===== config.mk =====
export PLATFORM = sky130hd
export DESIGN_NAME = uart_tx_fifo
export DESIGN_NICKNAME = d
export VERILOG_FILES = /design/src/rtl/uart_tx_fifo.sv
export SDC_FILE = /design/constraint.sdc
export NUM_CORES = 1
export LEC_CHECK = 0
export ABC_AREA = 1
export CAP_MARGIN = 10
export CORE_MARGIN = 2
export CORE_UTILIZATION = 46
export CTS_BUF_LIST = sky130_fd_sc_hd__clkbuf_16
export CTS_CLUSTER_SIZE = 12
export DETAILED_ROUTE_END_ITERATION = 12
export PLACE_DENSITY = 0.72
export SYNTH_ARGS = -nofsm -noshare
export SYNTH_HDL_FRONTEND = slang
export SYNTH_SLANG_ARGS = --single-unit
export TNS_END_PERCENT = 30

===== constraint.sdc =====
create_clock -name clk -period 6.3 [get_ports clk]
set_clock_uncertainty 0.1 [all_clocks]
set_input_delay 1.26 -clock clk [delete_from_list [all_inputs] [get_ports clk]]
set_output_delay 1.26 -clock clk [all_outputs]
set_load 0.005 [all_outputs]

===== src/rtl/uart_tx_fifo.sv =====
// UART transmitter fed by a write-side FIFO: runtime 5-8 data bits, parity mode,
// 1/2 stop bits and break generation. The tx pad is driven from a register.
module uart_tx_fifo #(
    parameter int   CLK_DIV_WIDTH = 8,
    parameter int   FIFO_AW       = 4,
    parameter logic IDLE_LEVEL    = 1'b1
) (
    input  logic                     clk,
    input  logic                     resetb,
    input  logic [CLK_DIV_WIDTH-1:0] clk_div,
    input  logic [1:0]               data_bits,
    input  logic [1:0]               parity_mode,
    input  logic                     stop2,
    input  logic                     brk,
    input  logic [7:0]               datai,
    input  logic                     we,
    input  logic                     ovf_clr,
    output logic                     tx,
    output logic                     full,
    output logic [FIFO_AW:0]         level,
    output logic                     overflow,
    output logic                     busy,
    output logic                     done
);

    localparam logic [FIFO_AW:0] DEPTH = {1'b1, {FIFO_AW{1'b0}}};

    typedef enum logic [2:0] {
        S_IDLE,
        S_START,
        S_DATA,
        S_PARITY,
        S_STOP,
        S_BREAK
    } state_t;

    logic [7:0]               mem [2**FIFO_AW];
    logic [FIFO_AW-1:0]       wr_ptr_reg;
    logic [FIFO_AW-1:0]       rd_ptr_reg;
    logic [FIFO_AW:0]         count_reg;
    logic                     overflow_reg;
    logic                     push;
    logic                     pop;
    logic                     empty;
    logic [7:0]               rd_data;

    state_t                   state_reg, state_next;
    logic [CLK_DIV_WIDTH-1:0] baud_cnt_reg, baud_cnt_next;
    logic [CLK_DIV_WIDTH-1:0] reload;
    logic                     bit_end;
    logic [7:0]               shift_reg, shift_next;
    logic [2:0]               bit_idx_reg, bit_idx_next;
    logic [2:0]               last_idx_reg, last_idx_next;
    logic [1:0]               pmode_reg, pmode_next;
    logic                     stop2_reg, stop2_next;
    logic                     par_reg, par_next;
    logic                     phase_reg, phase_next;
    logic                     brk_rel_reg, brk_rel_next;
    logic                     done_reg, done_next;
    logic                     tx_reg, line;
    logic [7:0]               masked;
    logic                     par_calc;

    assign empty   = (count_reg == '0);
    assign full    = (count_reg == DEPTH);
    assign push    = we && !full;
    assign rd_data = mem[rd_ptr_reg];
    assign reload  = (clk_div == '0) ? '0 : clk_div - 1'b1;
    assign bit_end = (baud_cnt_reg == '0);

    assign tx       = tx_reg;
    assign level    = count_reg;
    assign overflow = overflow_reg;
    assign busy     = (state_reg != S_IDLE) || !empty;
    assign done     = done_reg;

    // Parity over only the bits that will actually be sent.
    assign masked = rd_data & (8'hFF >> (2'd3 - data_bits));
    always_comb begin
        par_calc = 1'b0;
        case (parity_mode)
            2'd2:    par_calc = ^masked;
            2'd3:    par_calc = ~(^masked);
            default: par_calc = 1'b0;
        endcase
    end

    always_ff @(posedge clk) begin
        if (push) begin
            mem[wr_ptr_reg] <= datai;
        end
    end

    always_ff @(posedge clk or negedge resetb) begin
        if (!resetb) begin
            wr_ptr_reg   <= '0;
            rd_ptr_reg   <= '0;
            count_reg    <= '0;
            overflow_reg <= 1'b0;
        end else begin
            if (push) wr_ptr_reg <= wr_ptr_reg + 1'b1;
            if (pop)  rd_ptr_reg <= rd_ptr_reg + 1'b1;
            case ({push, pop})
                2'b10:   count_reg <= count_reg + 1'b1;
                2'b01:   count_reg <= count_reg - 1'b1;
                default: count_reg <= count_reg;
            endcase
            if (we && full) begin
                overflow_reg <= 1'b1;
            end else if (ovf_clr) begin
                overflow_reg <= 1'b0;
            end
        end
    end

    always_comb begin
        state_next    = state_reg;
        shift_next    = shift_reg;
        bit_idx_next  = bit_idx_reg;
        last_idx_next = last_idx_reg;
        pmode_next    = pmode_reg;
        stop2_next    = stop2_reg;
        par_next      = par_reg;
        phase_next    = phase_reg;
        brk_rel_next  = brk_rel_reg;
        done_next     = 1'b0;
        pop           = 1'b0;
        baud_cnt_next = bit_end ? reload : baud_cnt_reg - 1'b1;

        case (state_reg)
            S_IDLE: begin
                if (brk) begin
                    state_next   = S_BREAK;
                    brk_rel_next = 1'b0;
                end else if (!empty) begin
                    pop = 1'b1;
                end
            end
            S_START: begin
                if (bit_end) state_next = S_DATA;
            end
            S_DATA: begin
                if (bit_end) begin
                    shift_next   = shift_reg >> 1;
                    bit_idx_next = bit_idx_reg + 1'b1;
                    phase_next   = 1'b0;
                    if (bit_idx_reg == last_idx_reg) begin
                        state_next = (pmode_reg != 2'd0) ? S_PARITY : S_STOP;
                    end
                end
            end
            S_PARITY: begin
                if (bit_end) begin
                    state_next = S_STOP;
                    phase_next = 1'b0;
                end
            end
            S_STOP: begin
                if (bit_end) begin
                    if (stop2_reg && !phase_reg) begin
                        phase_next = 1'b1;
                    end else begin
                        done_next = 1'b1;
                        if (brk) begin
                            state_next   = S_BREAK;
                            brk_rel_next = 1'b0;
                        end else if (!empty) begin
                            pop = 1'b1;
                        end else begin
                            state_next = S_IDLE;
                        end
                    end
                end
            end
            S_BREAK: begin
                // Hold phase ignores the baud counter; release phase is two bit periods.
                if (!brk_rel_reg) begin
                    if (!brk) begin
                        brk_rel_next  = 1'b1;
                        phase_next    = 1'b0;
                        baud_cnt_next = reload;
                    end
                end else if (bit_end) begin
                    if (!phase_reg) begin
                        phase_next = 1'b1;
                    end else if (brk) begin
                        brk_rel_next = 1'b0;
                    end else if (!empty) begin
                        pop = 1'b1;
                    end else begin
                        state_next = S_IDLE;
                    end
                end
            end
            default: state_next = S_IDLE;
        endcase

        if (pop) begin
            state_next    = S_START;
            baud_cnt_next = reload;
            shift_next    = rd_data;
            bit_idx_next  = 3'd0;
            last_idx_next = {1'b0, data_bits} + 3'd4;
            pmode_next    = parity_mode;
            stop2_next    = stop2;
            par_next      = par_calc;
        end
    end

    always_comb begin
        line = IDLE_LEVEL;
        case (state_reg)
            S_START:  line = ~IDLE_LEVEL;
            S_DATA:   line = shift_reg[0];
            S_PARITY: line = par_reg;
            S_BREAK:  line = brk_rel_reg ? IDLE_LEVEL : ~IDLE_LEVEL;
            default:  line = IDLE_LEVEL;
        endcase
    end

    always_ff @(posedge clk or negedge resetb) begin
        if (!resetb) begin
            state_reg    <= S_IDLE;
            baud_cnt_reg <= '0;
            shift_reg    <= '0;
            bit_idx_reg  <= '0;
            last_idx_reg <= 3'd7;
            pmode_reg    <= '0;
            stop2_reg    <= 1'b0;
            par_reg      <= 1'b0;
            phase_reg    <= 1'b0;
            brk_rel_reg  <= 1'b0;
            done_reg     <= 1'b0;
            tx_reg       <= IDLE_LEVEL;
        end else begin
            state_reg    <= state_next;
            baud_cnt_reg <= baud_cnt_next;
            shift_reg    <= shift_next;
            bit_idx_reg  <= bit_idx_next;
            last_idx_reg <= last_idx_next;
            pmode_reg    <= pmode_next;
            stop2_reg    <= stop2_next;
            par_reg      <= par_next;
            phase_reg    <= phase_next;
            brk_rel_reg  <= brk_rel_next;
            done_reg     <= done_next;
            tx_reg       <= line;
        end
    end

endmodule


# After elaboration in Yosys (flattened, before gate mapping)
# Memories as Yosys holds them, arrays and structs flattened.
# Cells that the tools add are included.
[word_totals] ff_bits=47 ram_bits=128 inputBits=26 output_inout_bits=10 elab_cells=144 memories=1
[mem_list] name="mem" words=16 word_bits=8 rd=1 rd_ports_with_merged_regs=0 wr=1 line_no="37" source="logic [7:0] mem [2**FIFO_AW];"
[op_classes] addsub=9 n_eq_ne=28 shifts=1 muxes=62 bitwise_logic=2 n_reduce_logical=25
[op_table] operator="$mux 8" n=9
[op_table] operator="$mux 3" n=18
[op_table] operator="$ne 3x3->1 const B" n=13
[op_table] operator="$mux 1" n=28
[op_table] operator="$pmux 3 s6" n=1
[op_table] operator="$logic_not 8->1" n=2
[op_table] operator="$sub 8x1->8 const B" n=2
[op_table] operator="$reduce_and 11->1" n=1
[op_table] operator="$pmux 5 s2" n=1
[op_table] operator="$reduce_bool 2->1" n=5
[op_table] operator="$pmux 1 s3" n=3
[op_table] operator="$reduce_bool 3->1" n=3
[op_table] operator="$add 4x1->4 const B" n=2
[op_table] operator="$and 8x8->8" n=1
[op_table] operator="$reduce_xor 8->1" n=1
[op_table] operator="$shr 8x2->8 const A" n=1
[op_table] operator="$eq 2x2->1 const B" n=3
[op_table] operator="$eq 3x2->1 const B" n=2
[op_table] operator="$eq 3x3->1 const B" n=2
[op_table] operator="$ne 2x2->1 const B" n=3
[op_table] operator="$reduce_and 6->1" n=1
[op_table] operator="$add 5x1->5 const B" n=1
[op_table] operator="$eq 5x5->1 const B" n=1
[op_table] operator="$logic_not 5->1" n=1
[op_table] operator="18 further kinds" n=22

# Logic depth before layout (Yosys ltp)
# Gate-level depths: netlist (run 1).
[depth] ltp_word=9 mapped_depth=21 depth_no_buf=19

# Worst setup path after synthesis (run 1)
# OpenSTA, ideal clock, no wires.
[synth_timing] kind="input to register" start="input port brk" end="register count_reg[4] (netlist: level[4])" setup_ns=0.079 t_arrival_ns=3.287 required_ns=6.121 slack_ns=2.834 path_stages=16 n_path_buf=2 path_cell_list="inv_1 nand2_1 inv_1 nand2_2 buf_6 inv_8 buf_4 ha_1 xor2_1 ha_1 a21oi_1 or2_2 o21ai_0 a21oi_1 o21ai_0 xor2_1"
[synth_via] elab_chain_cells=7 word_cells_on_any_way=11 cone_classes="eq/ne: 2; mux: 8; reduce/logical: 1"
[synth_lines] item="from (decl)" line_no="14" source="input logic brk,"
[synth_lines] item="$mux 1 *" line_no="164" source="if (brk) begin"
[synth_lines] item="$mux 1" line_no="184" source="if (!phase_reg) begin"
[synth_lines] item="$mux 1" line_no="183" source="end else if (bit_end) begin"
[synth_lines] item="$mux 1" line_no="177" source="if (!brk_rel_reg) begin"
[synth_lines] item="$pmux 1 s3 *" line_no="130" source="case (state_reg)"
[synth_lines] item="via pop" line_no="43" source="logic pop;"
[synth_lines] item="$eq 2x1->1 / $eq 2x2->1 (equally long branches)" line_no="103" source="case ({push, pop})"
[synth_lines] item="$pmux 5 s2 / $reduce_bool 2->1 (equally long branches)"
[synth_lines] item="to (signal assigned)" line_no="104" source="2'b10: count_reg <= count_reg + 1'b1;"
[synth_lines] item="to (signal assigned)" line_no="105" source="2'b01: count_reg <= count_reg - 1'b1;"
[synth_lines] item="to (signal assigned)" line_no="106" source="default: count_reg <= count_reg;"
[synth_lines] item="to (decl)" line_no="40" source="logic [FIFO_AW:0] count_reg;"
# The timed path passes the listed nets; every way through them passes the cells marked *.
# A chain may end at the register's enable or synchronous reset.

# Final worst setup path (run 1)
[layout_timing] start="input port brk" end="register count_reg[4] (netlist: level[4])"
[layout_via] elab_chain_cells=7 word_cells_on_any_way=11 cone_classes="eq/ne: 2; mux: 8; reduce/logical: 1"
[layout_lines] item="$mux 1 *" line_no="164"
[layout_lines] item="$mux 1" line_no="184"
[layout_lines] item="$mux 1" line_no="183"
[layout_lines] item="$mux 1" line_no="177"
[layout_lines] item="$pmux 1 s3 *" line_no="130"
[layout_lines] item="$eq 2x1->1 / $eq 2x2->1 (equally long branches)" line_no="103"
[layout_lines] item="$pmux 5 s2 / $reduce_bool 2->1 (equally long branches)"
# Mark *: on every way between the ends. The rest lies on a longest branch, timed or not.

==> out/metrics.yaml, run 1 <==
outcome:
  status: "finished, final reports clean"
worst_setup_path:
  path_delay_family: "buffers and inverters"
  crit_path_cell_trace: "clkdlybuf4s50_1 > inv_1 > nand2_1 > inv_1 > nand2_2 > inv_8 > ha_1 > xor2_1 > ha_1 > a21oi_1 > or2_2 > o21ai_0 > a21oi_1 > o21ai_0 > xor2_1"
  slowest_delay_ns: 0.53
  crit_arrival_ns: 4.33
  r2r-start: "baud_cnt_reg[0]"
  slowest_stage: "clkdlybuf4s50_1"
  criticalPathCategory: "input port to flop"
  r2r_end: "level[4]"
  startpoint_type: "input port"
  worstPathRequired_ns: 6.55
  ff2ff_path_depth: 17
  worstPathMaxFanout: 29
  r2r_slack_ns: 2.61
  end_kind: "flop"
  critPathBufInv: 4
timing:
  period_minus_slack_ns: 4.079
  drv_slew: 0
  rsz0062_at_grt: "no"
  fin_tns_setup_ns: 0
  max-slew-margin-rel_pct: 36.57
  period_share_pct: 64.74
  setup_violations: 0
  worstMarginPinSlew_ns: 0.9479
  setup_ws_ns: 2.221
  hold_violations: 0
  max_freq_mhz: 245.2
power_and_ir_drop:
  clock_power_share_pct: 24.3
  peakVddDrop_v: 0.0002657
  seq_power_share_pct: 37.8
  internal_power_mw: 2.575
  p_leak_nw: 3.915
  p_sw_mw: 1.707
  swShare_pct: 39.86
  powerDensity_nw_per_um2: 461.2
  combPwrFrac_pct: 37.8
  total_power_mw: 4.282
clocking:
  htree_levels: 4
  clk_latency_ns: 0.44
  clk_path_buf_depth: 2
  post_cts_buffers: 0
  numCtsBuffers: 17
  root_buffer: "clkbuf_16"
  hold_buffers: 0
  path_clk_slew_ns: 0.07
  cts_resized: 0
  cts_sinks: 174
  cts_tree: "built"
placed_design:
  place.gp.congestion: 0.8697
  port_buffers: 35
  placed_area_um2: 8692
  post-dp-hpwl_mm: 10.65
  post-place-ws_ns: 1.837
floorplan:
  rows: 48
  core_um2: 17360
  die_width_um: 137.6
  dieArea_um2: 18940
  dieHeight_um: 137.6
  io_pins: 36
  start_util_pct: 47.32
route:
  vias: 5847
  drt_iter0_drc: 531
  first_pass_iters: 5
  drt_wl_total_mm: 17.02
  viasPerCell: 5.225
  ant_nets: 0
  drc: 0
  wl_per_cell_um: 15.21
min_path:
  holdCritPathClass: "flop to flop"
  min_from: "baud_cnt_reg[0]"
  hold_depth: 1
  hold-path-endpoint: "baud_cnt_reg[0]"
final_layout:
  antenna_cells: 0
  area_delta_synth_final_pct: 13.06
  final_area_um2: 9285
  drive_above_1_share_pct: 6.600
  num-nets-final: 918
  fillers: 1497
  largest_reg_flops: 128
yosys:
  synth_top_area_share_pct: 46.80
  synth_warnings: 0
  synth-seq-cells: 174
  syn_inst: 855
  syn_area_um2: 8213
  syn_area_per_cell_um2: 9.606
  synth_edf_count: 128
  synthFlopType: "edfxtp_1"
  synth.area.top_cells: "edfxtp_1 (47%), dfrtp_1 (13%), nand2_1 (11%)"
  yosys.area.top_type: "edfxtp_1"
  synth-async-reset-ratio_pct: 26.44
  synthesis.nets: 892
  ys_seq_area_share_pct: 60.86
  netlist-cell-type-count: 42
job:
  drv_cap: 0
grt:
  grt_pass1_wl_mm: 27.32
  grt_overflow_total: 0
  grtUsageTotal_pct: 19.29
  grt_pass1_vias: 5536
  antenna_found_initial: 0
  grt_max_degree: 73
[Yosys cell counts (3+ instances only)]
master	count
nor2_2	4
nand2_1	238
o21ai_1	9
buf_2	20
edfxtp_1	128
o21ai_0	42
xnor2_1	7
xor2_1	15
nand2_2	3
a31oi_1	8
inv_1	97
dfrtp_1	43
o211ai_1	5
nor3_1	4
nand3_1	92
buf_4	6
nor2_1	81
dfstp_2	3
clkbuf_1	4
nand4_1	4
ha_1	11
a21oi_1	6
[worst max path at each step]
stage,from,endpoint,slack (ns),cells past startpoint
floorplan,brk,level[4],2.83,16
global placement,brk,level[4],1.93,15
detailed placement,brk,level[4],1.84,15
CTS,brk,level[4],2.26,15
global route,brk,level[4],1.86,15
finish,brk,level[4],2.22,15
[stage by stage]
step	hold slack (ns)	utilization, %	std cells
after global placement	0.3437	50.08	1087
after detailed placement	0.3500	50.08	1087
after floorplan	0.3245	-	855
after CTS	0.3597	53.50	1119
after global routing	0.3701	53.50	1119
final	0.3527	53.50	1119
[power by group through the flow]
stage / clock network (mW) / logic [mW] / registers (mW)
final: 1.04 / 1.62 / 1.62
after global routing: 1.10 / 1.85 / 1.64
after CTS: 1.05 / 1.63 / 1.62
after detailed placement: 0 / 1.62 / 1.64
after global placement: 0 / 1.58 / 1.64
after floorplan: 0 / 1.25 / 1.59
[per-layer routing]
layer | vias to the layer above | GRT usage, % | part of all wire [%]
met5 | - | 0 | 0
met4 | 0 | 7.216 | 2.1
met3 | 32 | 4.157 | 6.8
li1 | 2874 | - | -
met1 | 2740 | 24.42 | 41
met2 | 201 | 32.56 | 50
[worst reg2reg max path: stages, from the launching register on]
cell and delay, ns:
dfrtp_1 0.37, inv_1 0.09, ha_1 0.22, nand3_1 0.19, nor3_4 0.23, o21ai_1 0.10
nand2_1 0.08, nand2_2 0.33, inv_8 0.25, ha_1 0.31, xor2_1 0.23, ha_1 0.18
a21oi_1 0.06, or2_2 0.33, o21ai_0 0.20, a21oi_1 0.09, o21ai_0 0.10, xor2_1 0.16
[cells in the final DEF (no fill, tap or decap), drive strengths merged]
master,instances
nand2,241
edfxtp,128
inv,109
nand3,92
nor2,88
o21ai,51
dfrtp,43
clkdlybuf4s50,34
clkbuf,17
xor2,15
ha,11
a31oi,8
xnor2,7
o211ai,7
clkinv,7
a21oi,6
nor3,5
nand4,4
buf,4
dfstp,3
or2,2
o2111ai,2
nor4,1
o31ai,1
nand3b,1
a22oi,1
a221oi,1
o22ai,1
o21a,1
a211oi,1
bufinv,1
clkinvlp,1
[area by class of cell]
class                           instances  area, um2  share of cell area [%]
Multi-Input combinational cell        547       2646                   28.50
Clock buffer                           17      425.4                   4.582
Tap cell                              225      281.5                   3.032
Clock inverter                         15      167.7                   1.806
Sequential cell                       174       5000                   53.85
Inverter                              103      396.6                   4.272
Timing Repair Buffer                   38      367.9                   3.962
[logic make-up after synthesis]
kind of cell | Yosys count | share of synthesized area [%]
compound gates | 80 | 5.713
fa+ha+maj | 11 | 1.676
xor+xnor | 22 | 2.346
buf+inv | 134 | 6.917
flops | 174 | 60.86
simple gates | 434 | 22.49
Power figures use the tool's default switching activity.
==> inputs of run 2 (changes only) <==
==> constraint.sdc (replaced) <==
create_clock -name clk -period 4.2 [get_ports clk]
set_clock_uncertainty 0.1 [all_clocks]
set_input_delay 0.84 -clock clk [delete_from_list [all_inputs] [get_ports clk]]
set_output_delay 0.84 -clock clk [all_outputs]
set_load 0.005 [all_outputs]
==> out/metrics.yaml, run 2 (same netlist as run 1, synthesis figures left out) <==
placed_design:
  post-dp-hpwl_mm: 10.79  # +1.3%
  place.gp.congestion: 0.8709  # +0.14%
  placed_area_um2: 8707  # +0.17%
  post-place-ws_ns: 0.5299  # -1.307 ns
  port_buffers: 35  # unchanged
  dp_cells: 1089  # +0.18%
route:
  drt_wl_total_mm: 17.41  # +2.3%
  viasPerCell: 5.091  # -2.6%
  first_pass_iters: 7  # +2
  vias: 5707  # -2.4%
  drt_iter0_drc: 597  # +12%
  wl_per_cell_um: 15.53  # +2.1%
  drc: 0  # unchanged
  ant_nets: 0  # unchanged
grt:
  grt_pass1_vias: 5397  # -2.5%
  antenna_found_initial: 0  # unchanged
  met2_usage_pct: 33.06  # +0.50 points
  grt_max_degree: 61  # -16%
  use_met3_pct: 3.679  # -0.48 points
  busiest_layer: "met2"
  grt_pass1_wl_mm: 28.11  # +2.9%
  grt_overflow_total: 0  # unchanged
  grtUsageTotal_pct: 19.86  # +0.58 points
  grtUsageMet1_pct: 26.38  # +2.0 points
clocking:
  hold_buffers: 0  # unchanged
  root_buffer: "clkbuf_16"
  numCtsBuffers: 17  # unchanged
  path_clk_slew_ns: 0.07  # about the same
  cts_resized: 0  # unchanged
  cts_tree: "built"
  htree_levels: 4  # unchanged
  clk_path_buf_depth: 2  # unchanged
  post_cts_buffers: 0  # unchanged
  cts_sinks: 174  # unchanged
  clk_latency_ns: 0.44  # about the same
timing:
  period_minus_slack_ns: 3.285
  drv_slew: 0  # unchanged
  setup_violations: 0  # unchanged
  setup_ws_ns: 0.9150  # -1.306 ns
  period_share_pct: 78.22
  rsz0062_at_grt: "no"
  max-slew-margin-rel_pct: 38.07  # +1.5 points
  worstMarginPinSlew_ns: 0.9256  # -0.02237 ns
  max_freq_mhz: 304.4
  fin_tns_setup_ns: 0  # unchanged
  hold_violations: 0  # unchanged
outcome:
  status: "finished, final reports clean"
final_layout:
  largest_reg_flops: 128  # unchanged
  fin_cells: 1121  # +0.18%
  drive_above_1_share_pct: 6.696  # +0.097 points
  antenna_cells: 0  # unchanged
  ff_latch_area_um2: 5000  # unchanged
  final_area_um2: 9305  # +0.22%
  final_common_cell: "nand2_1"
  fillers: 1488  # -0.60%
  num-nets-final: 920  # +0.22%
  multi_input_area_um2: 2646  # unchanged
  area_delta_synth_final_pct: 13.30
  layout_common_cells: "nand2_1 (238), edfxtp_1 (128), inv_1 (97), nand3_1 (92), nor2_1 (81)"
floorplan:
  io_pins: 36  # unchanged
  rows: 48  # unchanged
  dieHeight_um: 137.6  # unchanged
  start_util_pct: 47.32  # unchanged
  dieArea_um2: 18940  # unchanged
  core_um2: 17360  # unchanged
  die_width_um: 137.6  # unchanged
power_and_ir_drop:
  peakVddDrop_v: 0.0004296  # +62%
  total_power_mw: 6.464  # +51%
  powerDensity_nw_per_um2: 694.7  # +51%
  p_leak_nw: 3.927  # +0.30%
worst_setup_path:
  worstPathMaxFanout: 14  # -52%
  crit_arrival_ns: 3.54  # -0.79 ns
  startpoint_type: "flop"
  end_kind: "flop"
  criticalPathCategory: "flop to flop"
  r2r_end: "level[4]"
  r2r-start: "baud_cnt_reg[0]"
  ff2ff_path_depth: 17  # unchanged
  worstPathRequired_ns: 4.45  # -2.10 ns
  r2r_slack_ns: 0.91  # -1.70 ns
job:
  drv_cap: 0  # unchanged
min_path:
  holdCritPathClass: "input port to async pin"
[run 2: critical path, stage by stage (launching register included)]
cell and delay [ns]:
dfrtp_1 0.38, inv_1 0.09, ha_1 0.21, nand3_1 0.17, nor3_4 0.21, o21ai_1 0.10, nand2_1 0.08, nand2_2 0.09
inv_8 0.12, ha_1 0.30, xor2_1 0.23, ha_1 0.18, a21oi_1 0.06, or2_2 0.34, o21ai_0 0.19, a21oi_1 0.09
o21ai_0 0.10, xor2_1 0.17
[run 2: layout make-up]
type | count | area share [%]
Multi-Input combinational cell | 547 | 28.44
Sequential cell | 174 | 53.73
Clock inverter | 15 | 1.856
Clock buffer | 17 | 4.572
Inverter | 103 | 4.262
Timing Repair Buffer | 40 | 4.115
Tap cell | 225 | 3.025
[run 2: how the worst max path moves through the flow]
stage / startpoint / end / slack [ns] / cells past startpoint
floorplan: baud_cnt_reg[0] / level[4] / 1.08 / 19
global placement: brk / level[4] / 0.64 / 15
detailed placement: brk / level[4] / 0.53 / 15
CTS: baud_cnt_reg[0] / level[4] / 0.91 / 17
global route: baud_cnt_reg[0] / level[4] / 0.52 / 17
finish: baud_cnt_reg[0] / level[4] / 0.91 / 17
[run 2: stage by stage]
stage	hold WS [ns]	utilization (%)
after floorplan	0.3245	-
after detailed placement	0.3532	50.17
after CTS	0.3561	53.61
after global routing	0.3872	53.61
final	0.3413	53.61
after global placement	0.3427	50.17
[run 2: routing by layer]
metal	share of wire, %	vias up
li1	-	2874
met1	44	2683
met2	49	127
met3	4.7	23
met4	1.7	0
met5	0	-
[run 2: power breakdown]
part           leakage [nW]  internal (mW)  switching (mW)
Combinational          1.93          0.836            1.61
Clock                 0.292          0.850           0.735
Sequential             1.70           2.19           0.249
Total                  3.93           3.87            2.59
